[src/rtl/msdap_output_serializer.sv]
// rtl/msdap_output_serializer.sv - serializes 40-bit L/R results MSB-first with a one-deep pending buffer
module msdap_output_serializer #(
    parameter int WIDTH = 40
) (
    input  logic             Sclk,
    input  logic             Reset,
    input  logic             Start,
    input  logic             compute_done,
    input  logic [WIDTH-1:0] data_L,
    input  logic [WIDTH-1:0] data_R,
    output logic             OutputL,
    output logic             OutputR,
    output logic             OutReady,
    output logic             pending,
    output logic             overrun
);

    localparam int CW = $clog2(WIDTH);
    localparam logic [CW-1:0] LAST_BIT = CW'(WIDTH - 1);

    typedef enum logic {IDLE, SHIFT} state_t;

    state_t           state_q, state_d;
    logic [WIDTH-1:0] shl_q, shl_d, shr_q, shr_d;
    logic [WIDTH-1:0] pdl_q, pdl_d, pdr_q, pdr_d;
    logic [CW-1:0]    cnt_q, cnt_d;
    logic             pending_q, pending_d;
    logic             overrun_q, overrun_d;
    logic             outready_q, outready_d;
    logic             outl_q, outl_d, outr_q, outr_d;

    always_comb begin
        state_d    = state_q;
        shl_d      = shl_q;
        shr_d      = shr_q;
        pdl_d      = pdl_q;
        pdr_d      = pdr_q;
        cnt_d      = cnt_q;
        pending_d  = pending_q;
        overrun_d  = overrun_q;
        outready_d = outready_q;

        case (state_q)
            IDLE: begin
                if (compute_done) begin
                    shl_d      = data_L;
                    shr_d      = data_R;
                    cnt_d      = '0;
                    state_d    = SHIFT;
                    outready_d = 1'b1;
                end
            end
            SHIFT: begin
                if (cnt_q == LAST_BIT) begin
                    cnt_d = '0;
                    if (pending_q) begin
                        // Queued word goes out with no gap; a same-cycle strobe refills the buffer.
                        shl_d = pdl_q;
                        shr_d = pdr_q;
                        if (compute_done) begin
                            pdl_d = data_L;
                            pdr_d = data_R;
                        end else begin
                            pending_d = 1'b0;
                        end
                    end else if (compute_done) begin
                        shl_d = data_L;
                        shr_d = data_R;
                    end else begin
                        state_d    = IDLE;
                        outready_d = 1'b0;
                    end
                end else begin
                    shl_d = {shl_q[WIDTH-2:0], 1'b0};
                    shr_d = {shr_q[WIDTH-2:0], 1'b0};
                    cnt_d = cnt_q + 1'b1;
                    if (compute_done) begin
                        if (!pending_q) begin
                            pdl_d     = data_L;
                            pdr_d     = data_R;
                            pending_d = 1'b1;
                        end else begin
                            overrun_d = 1'b1;
                        end
                    end
                end
            end
            default: state_d = IDLE;
        endcase

        outl_d = outready_d & shl_d[WIDTH-1];
        outr_d = outready_d & shr_d[WIDTH-1];
    end

    always_ff @(posedge Sclk) begin
        if (Reset || Start) begin
            state_q    <= IDLE;
            shl_q      <= '0;
            shr_q      <= '0;
            pdl_q      <= '0;
            pdr_q      <= '0;
            cnt_q      <= '0;
            pending_q  <= 1'b0;
            overrun_q  <= 1'b0;
            outready_q <= 1'b0;
            outl_q     <= 1'b0;
            outr_q     <= 1'b0;
        end else begin
            state_q    <= state_d;
            shl_q      <= shl_d;
            shr_q      <= shr_d;
            pdl_q      <= pdl_d;
            pdr_q      <= pdr_d;
            cnt_q      <= cnt_d;
            pending_q  <= pending_d;
            overrun_q  <= overrun_d;
            outready_q <= outready_d;
            outl_q     <= outl_d;
            outr_q     <= outr_d;
        end
    end

    assign OutputL  = outl_q;
    assign OutputR  = outr_q;
    assign OutReady = outready_q;
    assign pending  = pending_q;
    assign overrun  = overrun_q;

endmodule
[config.mk]
export PLATFORM = sky130hd
export DESIGN_NAME = msdap_output_serializer
export DESIGN_NICKNAME = d
export VERILOG_FILES = /design/src/rtl/msdap_output_serializer.sv
export SDC_FILE = /design/constraint.sdc
export NUM_CORES = 1
export LEC_CHECK = 0
export BUFFER_PORTS_ARGS = -buffer_cell sky130_fd_sc_hd__buf_2
export CAP_MARGIN = 20
export CORE_MARGIN = 3
export CORE_UTILIZATION = 27
export CTS_BUF_LIST = sky130_fd_sc_hd__clkbuf_2 sky130_fd_sc_hd__clkbuf_4 sky130_fd_sc_hd__clkbuf_8
export CTS_CLUSTER_DIAMETER = 50
export CTS_CLUSTER_SIZE = 30
export DETAILED_ROUTE_END_ITERATION = 6
export PLACE_DENSITY = 0.44
export SYNTH_ARGS = -nofsm -noshare
export SYNTH_HDL_FRONTEND = slang
export SYNTH_SLANG_ARGS = --single-unit
[constraint.sdc]
create_clock -name Sclk -period 1.6 [get_ports Sclk]
set_input_delay 0.16 -clock Sclk [delete_from_list [all_inputs] [get_ports Sclk]]
set_output_delay 0.16 -clock Sclk [all_outputs]
set_load 0.005 [all_outputs]
==> flow_summary_export.csv, run 1 <==
group,metric,value,unit
status,status,"finished, violations left",
status,violations,"negative setup slack",
floorplanning,core_area,0.0299,mm^2
setup_path,cp.arrival,2.17,ns
global_route,grt_pass1_vias,7408,
setup_path,cp.required,1.97,ns
logic_synthesis,synthTopCellsByArea,"dfxtp_1, mux2i_1, a221oi_1",
pwr,intPower,6650,uW
clock_network,cts.sinks,172,
routing,firstDrtPassIters,4,
logic_synthesis,syn_inst,892,
placed_design,numPortBuffers,88,
pwr,p_sw_share,27.0,%
pwr,powerDensity,766,mW/mm^2
clock_network,cts_tree,"done",
flow_run,cap_violations,0,
sta,hold_violations,0,
routing,drt_iter0_drc,406,
sta,worstMarginPinSlew,0.442,ns
logic_synthesis,synthFlopType,"dfxtp_1",
sta,fin_ws,-0.199,ns
sta,fmax,556,MHz
sta,post-route-period-util,112,%
logic_synthesis,synth_nets,977,
final_layout,drive_gt1_share,29.2,%
global_route,track_usage,15.2,%
hold_path,min-delay-start,"Reset",
global_route,overflow,0,
logic_synthesis,syn-mean-instance-area,9.24,um^2
logic_synthesis,yosys.area.top_type_share,41.8,%
logic_synthesis,syn-cell-area,0.00824,mm^2
clock_network,cts-root-buf,"clkbuf_8",
setup_path,r2r-end,"shl_q[13]",
pwr,clockPowerShare,37.1,%
floorplanning,placementRows,63,
pwr,p_seq_share,48.9,%
hold_path,hold_path.class,"input port to flop",
sta,post-route-min-period,1.80,ns
sta,drv_slew,0,
setup_path,crit_start,"cnt_q[0]",
sta,rsz0062_at_grt,"true",
routing,routed_wirelength,27300,um
logic_synthesis,yosys.cell_types.count,36,
global_route,grt_max_degree,70,
logic_synthesis,synth-edff-count,0,
logic_synthesis,synth-seq-cells,172,
logic_synthesis,ys_seq_area_share,41.8,%
sta,tns,-16.56,ns
final_layout,nFillCells,2945,
setup_path,worstSetupPathType,"flop to flop",
floorplanning,die_area,0.0327,mm^2
clock_network,clock_path_buffers,2,
logic_synthesis,yosys_warnings,0,
clock_network,htree_levels,4,
setup_path,reg2reg_from,"cnt_q[0]",
global_route,antenna_found_initial,0,
floorplanning,die_h,181,um
pwr,p_comb_share,13.9,%
sta,relSlewSlack,70.5,%
placed_design,place_ws,-0.180,ns
logic_synthesis,yosys-top-cells-count,"dfxtp_1, nand2_1, mux2i_1, o21ai_0",
placed_design,gp_congestion,0.721,
routing,ant_nets,0,
final_layout,antenna_cells,0,
clock_network,clock_insertion_delay_worst_skew,0.46,ns
final_layout,num-nets-final,1158,
global_route,grt_pass1_wl,41000,um
logic_synthesis,yosysTopAreaCell,"dfxtp_1",
pwr,ir_drop,569,uV
pwr,p_leak,0.00422,uW
placed_design,dp_hpwl,15400,um
setup_path,crit_path_start_kind,"flop",
final_layout,areaGrowthSynthToFinish,44.3,%
setup_path,setup.worst_path.end,"shl_q[13]",
setup_path,worstRegToRegCells,9,
clock_network,cts-buffers-inserted,17,
floorplanning,io_pins,89,
routing,viasPerCell,5.06,
routing,vias,7470,
logic_synthesis,yosys.cell_count.top_type,"dfxtp_1",
routing,drc,0,
setup_path,ff2ff_setup_slack,-0.20,ns
sta,clock-skew-final,0.0244,ns
pwr,switching_power,2460,uW
floorplanning,dieWidth,181,um
sta,setup_viol,162,
routing,wire_per_inst,18.5,um
logic_synthesis,ys_async_sr_fraction,0,%
setup_path,cp_max_fo,8,
clock_network,path_clk_slew,0.10,ns
setup_path,end_kind,"flop",
floorplanning,initial_core_util,27.6,%
[sequential cells by signal, indices dropped and copies added (netlist names)]
name	flops
shr_q	40
pdl_q	40
shl_q	40
state_q	1
cnt_q	6
OutReady	1
overrun	1
pdr_q	40
OutputR	1
OutputL	1
pending	1
[per-stage QoR]
| stage | cell area [um^2] | cells | total power [uW] | util, % | hold slack, ns |
|---|---|---|---|---|---|
| 2_1_floorplan | 8330 | 892 | 5080 | - | 0.302 |
| 3_3_place_gp | 9550 | 1333 | 5500 | 32.0 | 0.425 |
| 3_5_place_dp | 9550 | 1333 | 5490 | 32.0 | 0.427 |
| 4_1_cts | 10900 | 1449 | 9080 | 36.4 | 0.104 |
| 5_1_grt | 11900 | 1476 | 9500 | 39.8 | 0.124 |
| 6_report | 11900 | 1476 | 9110 | 39.8 | 0.146 |
[layout by cell type, fill, tap and decap left out, types with 4 or more instances in the layout]
cell type,netlist,routed
a221oi_2,0,39
buf_12,0,29
buf_6,8,6
mux2i_1,157,157
o21ai_1,0,21
buf_4,1,40
clkbuf_16,0,13
a221oi_1,76,37
o21ai_4,1,12
dfxtp_1,172,166
buf_2,22,87
a21oi_1,12,9
buf_8,0,7
clkbuf_8,0,18
dlygate4sd3_1,0,80
o21ai_2,0,21
dfxtp_4,0,4
o21ai_0,79,26
inv_6,0,5
nand4b_1,76,76
nand2_1,170,168
nor2_1,9,7
[per-layer routing]
metal  wire length, um  GRT usage [%]  vias up
met1             13500           21.9     3643
li1                  -              -     3673
met5                 0              0        -
met3               914           2.36       24
met2             12400           24.0      130
met4               391           3.68        0
[worst min-delay path by stage]
stage | to | slack [ns] | cells past startpoint
floorplan | pdl_q[10] | 0.30 | 2
detailed placement | pdr_q[27] | 0.43 | 3
finish | shl_q[17] | 0.15 | 3
global placement | pdl_q[6] | 0.43 | 3
CTS | shl_q[13] | 0.10 | 3
global route | shl_q[17] | 0.12 | 3
[cells by family (layout without fill, tap and decap cells)]
logic type | after synthesis | in the layout | share of synthesized area (%)
AOI/OAI and AO/OA | 181 | 181 | 15.0
adders and majority gates | 1 | 1 | 0.152
buffers and inverters | 104 | 298 | 5.86
DFF | 172 | 172 | 41.8
muxes | 159 | 159 | 19.3
and+or+nand+nor | 275 | 275 | 17.9
[cell type report]
cell class	count	area [um^2]	share of cell area, %
clock buffers	18	248	2.08
clock inverters	14	180	1.51
inverters	3	11.3	0.0947
multi-input cells	616	4860	40.9
flip-flops and latches	172	3460	29.1
well taps	390	488	4.10
repair buffers	263	2640	22.2
[critical path, cell delays in order (launching register included)]
cell,delay (ns)
dfxtp_2,0.36
ha_4,0.13
and4bb_4,0.27
buf_6,0.11
and2_4,0.17
buf_8,0.15
buf_12,0.15
buf_6,0.10
o21ai_4,0.04
a221oi_2,0.24
[power by group through the flow]
stage | clock (uW) | combinational [uW] | sequential [uW]
after floorplan | 0 | 551 | 4530
after CTS | 3520 | 1110 | 4450
after global routing | 3650 | 1370 | 4480
final | 3380 | 1270 | 4460
after detailed placement | 0 | 948 | 4540
after global placement | 0 | 951 | 4550
[what timing repair did]
item / CTS / global route
hold endpoints to repair: 80 / 0
pin swaps: 1 / 37
setup endpoints to repair: 164 / 169
hold buffers: 80 / 0
resized for setup: 21 / 153
setup buffers: 2 / 15
cloned: 2 / 15
Note: power is estimated with default switching activity, not from simulation.
==> run 2, diff against run 1 <==
--- a/config.mk
+++ b/config.mk
@@ -13,6 +13,7 @@
 export CTS_CLUSTER_DIAMETER = 50
 export CTS_CLUSTER_SIZE = 30
 export DETAILED_ROUTE_END_ITERATION = 6
+export GPL_TIMING_DRIVEN = 0
 export PLACE_DENSITY = 0.44
 export SYNTH_ARGS = -nofsm -noshare
 export SYNTH_HDL_FRONTEND = slang
==> constraint.sdc (replaced) <==
create_clock -name Sclk -period 1.6 [get_ports Sclk]
set_input_delay 0.32 -clock Sclk [delete_from_list [all_inputs] [get_ports Sclk]]
set_output_delay 0.32 -clock Sclk [all_outputs]
set_load 0.005 [all_outputs]
==> flow_summary_export.csv, run 2 (synthesis results as in run 1) <==
group,metric,value,unit
routing,drt_iter0_drc,464,
floorplanning,initial_core_util,27.6,%
flow_run,cap_violations,0,
final_layout,multi_input_comb_area,0.00515,mm^2
floorplanning,die_area,0.0327,mm^2
routing,viasPerCell,5.10,
sta,clock-skew-final,0.0163,ns
global_route,grt_pass1_vias,7352,
sta,worstMarginPinSlew,0.808,ns
setup_path,end_kind,"flop",
clock_network,cts.sinks,172,
clock_network,clock_path_buffers,2,
final_layout,drive_gt1_share,36.7,%
floorplanning,core_area,0.0299,mm^2
sta,fin_ws,-0.315,ns
global_route,antenna_found_initial,0,
global_route,grt_max_degree,18,
setup_path,slowest_delay,0.54,ns
setup_path,crit_path_start_kind,"flop",
setup_path,cp_num_buf_inv,3,
routing,wire_per_inst,19.3,um
sta,rsz0062_at_grt,"true",
placed_design,gp_congestion,0.725,
pwr,power,8860,uW
global_route,grt_pass1_wl,42400,um
clock_network,htree_levels,4,
routing,firstDrtPassIters,5,
floorplanning,placementRows,63,
setup_path,cp.required,1.99,ns
floorplanning,io_pins,89,
sta,setup_viol,169,
routing,drc,0,
sta,hold_violations,0,
placed_design,dp_hpwl,17400,um
sta,fmax,522,MHz
routing,ant_nets,0,
floorplanning,dieWidth,181,um
final_layout,areaGrowthSynthToFinish,41.5,%
pwr,p_leak,0.00409,uW
final_layout,antenna_cells,0,
setup_path,cpMaxStageDelayCell,"or4b_4",
setup_path,cp.arrival,2.30,ns
global_route,overflow,0,
sta,relSlewSlack,46.1,%
hold_path,whs_path_depth,3,
placed_design,place_ws,-0.991,ns
final_layout,regArea,0.00346,mm^2
final_layout,fin_area,0.0117,mm^2
routing,vias,7407,
clock_network,path_clk_slew,0.11,ns
sta,whs,0.0796,ns
floorplanning,die_h,181,um
final_layout,final_core_util,39.0,%
clock_network,clock_insertion_delay_worst_skew,0.49,ns
setup_path,cp.depth,7,
final_layout,num-nets-final,1135,
clock_network,cts-root-buf,"clkbuf_8",
clock_network,cts_tree,"done",
sta,drv_slew,0,
setup_path,worstSetupPathType,"flop to flop",
status,violations,"negative setup slack",
setup_path,worstRegToRegCells,7,
placed_design,numPortBuffers,87,
status,status,"finished, violations left",
final_layout,final_common_cell,"nand2_1",
pwr,powerDensity,760,mW/mm^2
final_layout,final_cell_mix,"nand2_1, dfxtp_1, mux2i_1, buf_2, nand4b_1",
setup_path,path_delay_family,"compound AO/OA/AOI/OAI gates",
sta,post-route-min-period,1.92,ns
placed_design,post_dp_cell_area,0.00925,mm^2
routing,routed_wirelength,28100,um
global_route,track_usage,16.4,%
hold_path,hold_path.class,"input port to flop",
setup_path,cp_max_fo,4,
sta,post-route-period-util,120,%
pwr,ir_drop,443,uV
clock_network,postCtsHoldBufs,0,
setup_path,critical_path.cell_chain,"or4b_4, buf_6, o21ai_4, buf_12, buf_8, o211ai_1, a21oi_2",
final_layout,nFillCells,2979,
clock_network,cts-buffers-inserted,17,
[run 2: cell count changes in the layout (fill, tap and decap cells not counted), sizes merged]
| cell | previous run | this run |
|---|---|---|
| inv | 8 | 13 |
| bufinv | 3 | 1 |
| clkinv | 4 | 2 |
| clkinvlp | 2 | 1 |
| dlygate4sd3 | 80 | 0 |
| clkbuf | 31 | 95 |
| buf | 170 | 163 |
[run 2: worst paths after layout]
path / startpoint / end / slack (ns)
max: cnt_q[3] / OutputL / -0.32
min: data_R[4] / pdr_q[4] / 0.08
max reg2reg: cnt_q[3] / OutputL / -0.32
min reg2reg: pdr_q[14] / pdr_q[14] / 0.46
[run 2: timing repair]
item	in CTS	in global routing
endpoints found under the hold margin	0	0
pin swaps	11	59
gates resized for setup	104	250
cloned	7	15
endpoints found under the setup margin	172	172
buffers inserted	27	9
[run 2: power breakdown]
group | total [uW] | switching, uW | internal [uW]
Combinational | 1190 | 649 | 537
Clock | 3210 | 1870 | 1330
Sequential | 4470 | 79.5 | 4390
Total | 8860 | 2600 | 6260
[run 2: worst min-delay path: stages]
cell,delay (ns)
buf_2,0.11
nand2_1,0.05
mux2i_1,0.05
[run 2: cell type report]
cell class                 instances  share of cell area, %
multi-input combinational        616                   44.2
timing repair buffer             142                   11.6
tap                              390                   4.18
sequential                       172                   29.6
buffer                            98                   6.94
clock inverter                    14                   1.23
inverter                           3                 0.0965
clock buffer                      18                   2.12
[run 2: routing by layer]
metal | wire length [um] | vias up | track usage [%]
met5 | 0 | - | 0
met4 | 414 | 0 | 4.05
met3 | 858 | 22 | 3.26
met2 | 13200 | 142 | 25.5
met1 | 13600 | 3617 | 23.2
li1 | - | 3626 | -
[run 2: metrics by stage]
step	setup TNS, ns	cells
floorplan	-3.88	892
global placement	-118.40	1369
detailed placement	-116.02	1369
CTS	-30.44	1434
global route	-40.98	1453
finish	-32.10	1453
==> run 3, diff against run 2 <==
--- a/config.mk
+++ b/config.mk
@@ -7,14 +7,15 @@
 export LEC_CHECK = 0
 export BUFFER_PORTS_ARGS = -buffer_cell sky130_fd_sc_hd__buf_2
 export CAP_MARGIN = 20
+export CORE_ASPECT_RATIO = 1.75
 export CORE_MARGIN = 3
-export CORE_UTILIZATION = 27
+export CORE_UTILIZATION = 45
 export CTS_BUF_LIST = sky130_fd_sc_hd__clkbuf_2 sky130_fd_sc_hd__clkbuf_4 sky130_fd_sc_hd__clkbuf_8
 export CTS_CLUSTER_DIAMETER = 50
 export CTS_CLUSTER_SIZE = 30
 export DETAILED_ROUTE_END_ITERATION = 6
 export GPL_TIMING_DRIVEN = 0
-export PLACE_DENSITY = 0.44
+export PLACE_DENSITY = 0.66
 export SYNTH_ARGS = -nofsm -noshare
 export SYNTH_HDL_FRONTEND = slang
 export SYNTH_SLANG_ARGS = --single-unit
==> flow_summary_export.csv, run 3 (synthesis results as in run 1) <==
group,metric,value,unit
final_layout,multi_input_comb_area,0.00548,mm^2
pwr,p_leak,0.00398,uW
global_route,grt_pass1_vias,7607,
setup_path,worstSetupPathType,"flop to flop",
routing,viasPerCell,6.04,
setup_path,setup.worst_path.end,"pdl_q[8]",
floorplanning,die_area,0.0200,mm^2
sta,clock-skew-final,0.0104,ns
clock_network,cts-root-buf,"clkbuf_8",
routing,wire_per_inst,20.8,um
routing,routed_wirelength,26500,um
global_route,track_usage,24.9,%
global_route,grt_max_degree,17,
placed_design,gp_congestion,0.829,
setup_path,cp.required,2.00,ns
sta,hold_violations,0,
final_layout,drive_gt1_share,37.8,%
setup_path,worstRegToRegCells,9,
setup_path,reg2reg_from,"cnt_q[1]",
clock_network,cts_tree,"done",
final_layout,regArea,0.00346,mm^2
pwr,power,8800,uW
floorplanning,io_pins,89,
sta,post-route-min-period,1.85,ns
global_route,antenna_found_initial,0,
sta,fmax,541,MHz
sta,drv_slew,0,
floorplanning,initial_core_util,46.6,%
floorplanning,core_area,0.0177,mm^2
final_layout,final_common_cell,"nand2_1",
status,status,"finished, violations left",
final_layout,num-nets-final,1113,
pwr,powerDensity,770,mW/mm^2
setup_path,ff2ff_setup_slack,-0.25,ns
floorplanning,placementRows,64,
routing,firstDrtPassIters,5,
setup_path,r2r-end,"pdl_q[8]",
placed_design,dp_hpwl,16100,um
routing,vias,7682,
sta,worstMarginPinSlew,0.801,ns
global_route,overflow,0,
clock_network,cts.sinks,172,
clock_network,path_clk_slew,0.10,ns
placed_design,place_inst,1210,
routing,drc,0,
clock_network,clock_insertion_delay_worst_skew,0.49,ns
floorplanning,dieWidth,108,um
final_layout,antenna_cells,0,
sta,setup_viol,166,
floorplanning,die_h,185,um
sta,rsz0062_at_grt,"true",
setup_path,cp.arrival,2.25,ns
final_layout,areaGrowthSynthToFinish,38.6,%
setup_path,crit_start,"cnt_q[1]",
setup_path,crit_path_start_kind,"flop",
setup_path,end_kind,"flop",
clock_network,htree_levels,4,
flow_run,cap_violations,0,
sta,fin_ws,-0.249,ns
clock_network,cts-buffers-inserted,17,
setup_path,cp_max_fo,8,
final_layout,nFillCells,1444,
global_route,grt_pass1_wl,39400,um
clock_network,clock_path_buffers,2,
status,violations,"negative setup slack",
routing,drt_iter0_drc,377,
sta,post-route-period-util,116,%
final_layout,final_cell_mix,"nand2_1, dfxtp_1, mux2i_1, buf_2, nand4b_1",
sta,relSlewSlack,46.6,%
hold_path,hold_path.class,"input port to flop",
routing,ant_nets,0,
final_layout,final_cells,1272,
placed_design,numPortBuffers,87,
pwr,ir_drop,706,uV
==> run 3: what timing repair did <==
item / CTS / global route
hold buffers: 0 / 0
setup endpoints to repair: 172 / 169
pin swaps: 23 / 80
setup buffers: 13 / 4
resized for setup: 168 / 248
cloned: 9 / 9
==> run 3: worst min path at each step <==
stage	from	endpoint	cells after the start	slack, ns
2_1_floorplan	pdl_q[10]	pdl_q[10]	2	0.43
3_3_place_gp	pdl_q[31]	pdl_q[31]	2	0.44
3_5_place_dp	pdr_q[10]	pdr_q[10]	2	0.44
4_1_cts	data_L[3]	pdl_q[3]	3	0.07
5_1_grt	data_R[1]	pdr_q[1]	3	0.08
6_report	data_L[3]	pdl_q[3]	3	0.08
==> run 3: critical path, stage by stage, from the launching register on <==
cell and delay, ns:
dfxtp_2 0.37, ha_4 0.14, and4bb_1 0.23, buf_6 0.13, a21boi_2 0.05, nor3_2 0.15
buf_4 0.16, buf_12 0.17, clkbuf_16 0.17, mux2i_1 0.21
==> run 3: where the power goes <==
part / switching (uW) / leakage (uW) / total (uW) / internal, uW
Sequential: 98.2 / 0.00140 / 4490 / 4390
Combinational: 639 / 0.00239 / 1160 / 525
Clock: 1720 / 0.000198 / 3140 / 1430
==> run 3: metal layers <==
layer,vias up,track usage (%),wire [um]
met5,-,0,0
met4,0,10.6,889
met3,79,4.22,1130
met2,253,44.6,14300
met1,3767,28.8,10200
li1,3583,-,-
==> run 3: final cells by class <==
cell class              instances  share of cell area (%)
clock inverters                14                    1.29
clock buffers                  18                    2.17
repair buffers                120                    8.85
plain buffers                  98                    6.87
flip-flops and latches        172                    30.3
well taps                     231                    2.53
multi-input cells             616                    47.9
inverters                       3                  0.0985
==> run 3: metrics by stage <==
| stage | hold WS, ns | worst slack, ns | area, um^2 | utilization, % | setup TNS [ns] |
|---|---|---|---|---|---|
| 3_3_place_gp | 0.436 | -0.764 | 9050 | 51.2 | -86.73 |
| 2_1_floorplan | 0.430 | -0.0484 | 8330 | - | -3.88 |
| 5_1_grt | 0.0783 | -0.335 | 11400 | 64.6 | -40.65 |
| 6_report | 0.0765 | -0.249 | 11400 | 64.6 | -26.40 |
| 4_1_cts | 0.0682 | -0.174 | 10100 | 57.1 | -21.62 |
| 3_5_place_dp | 0.444 | -0.852 | 9050 | 51.2 | -90.71 |
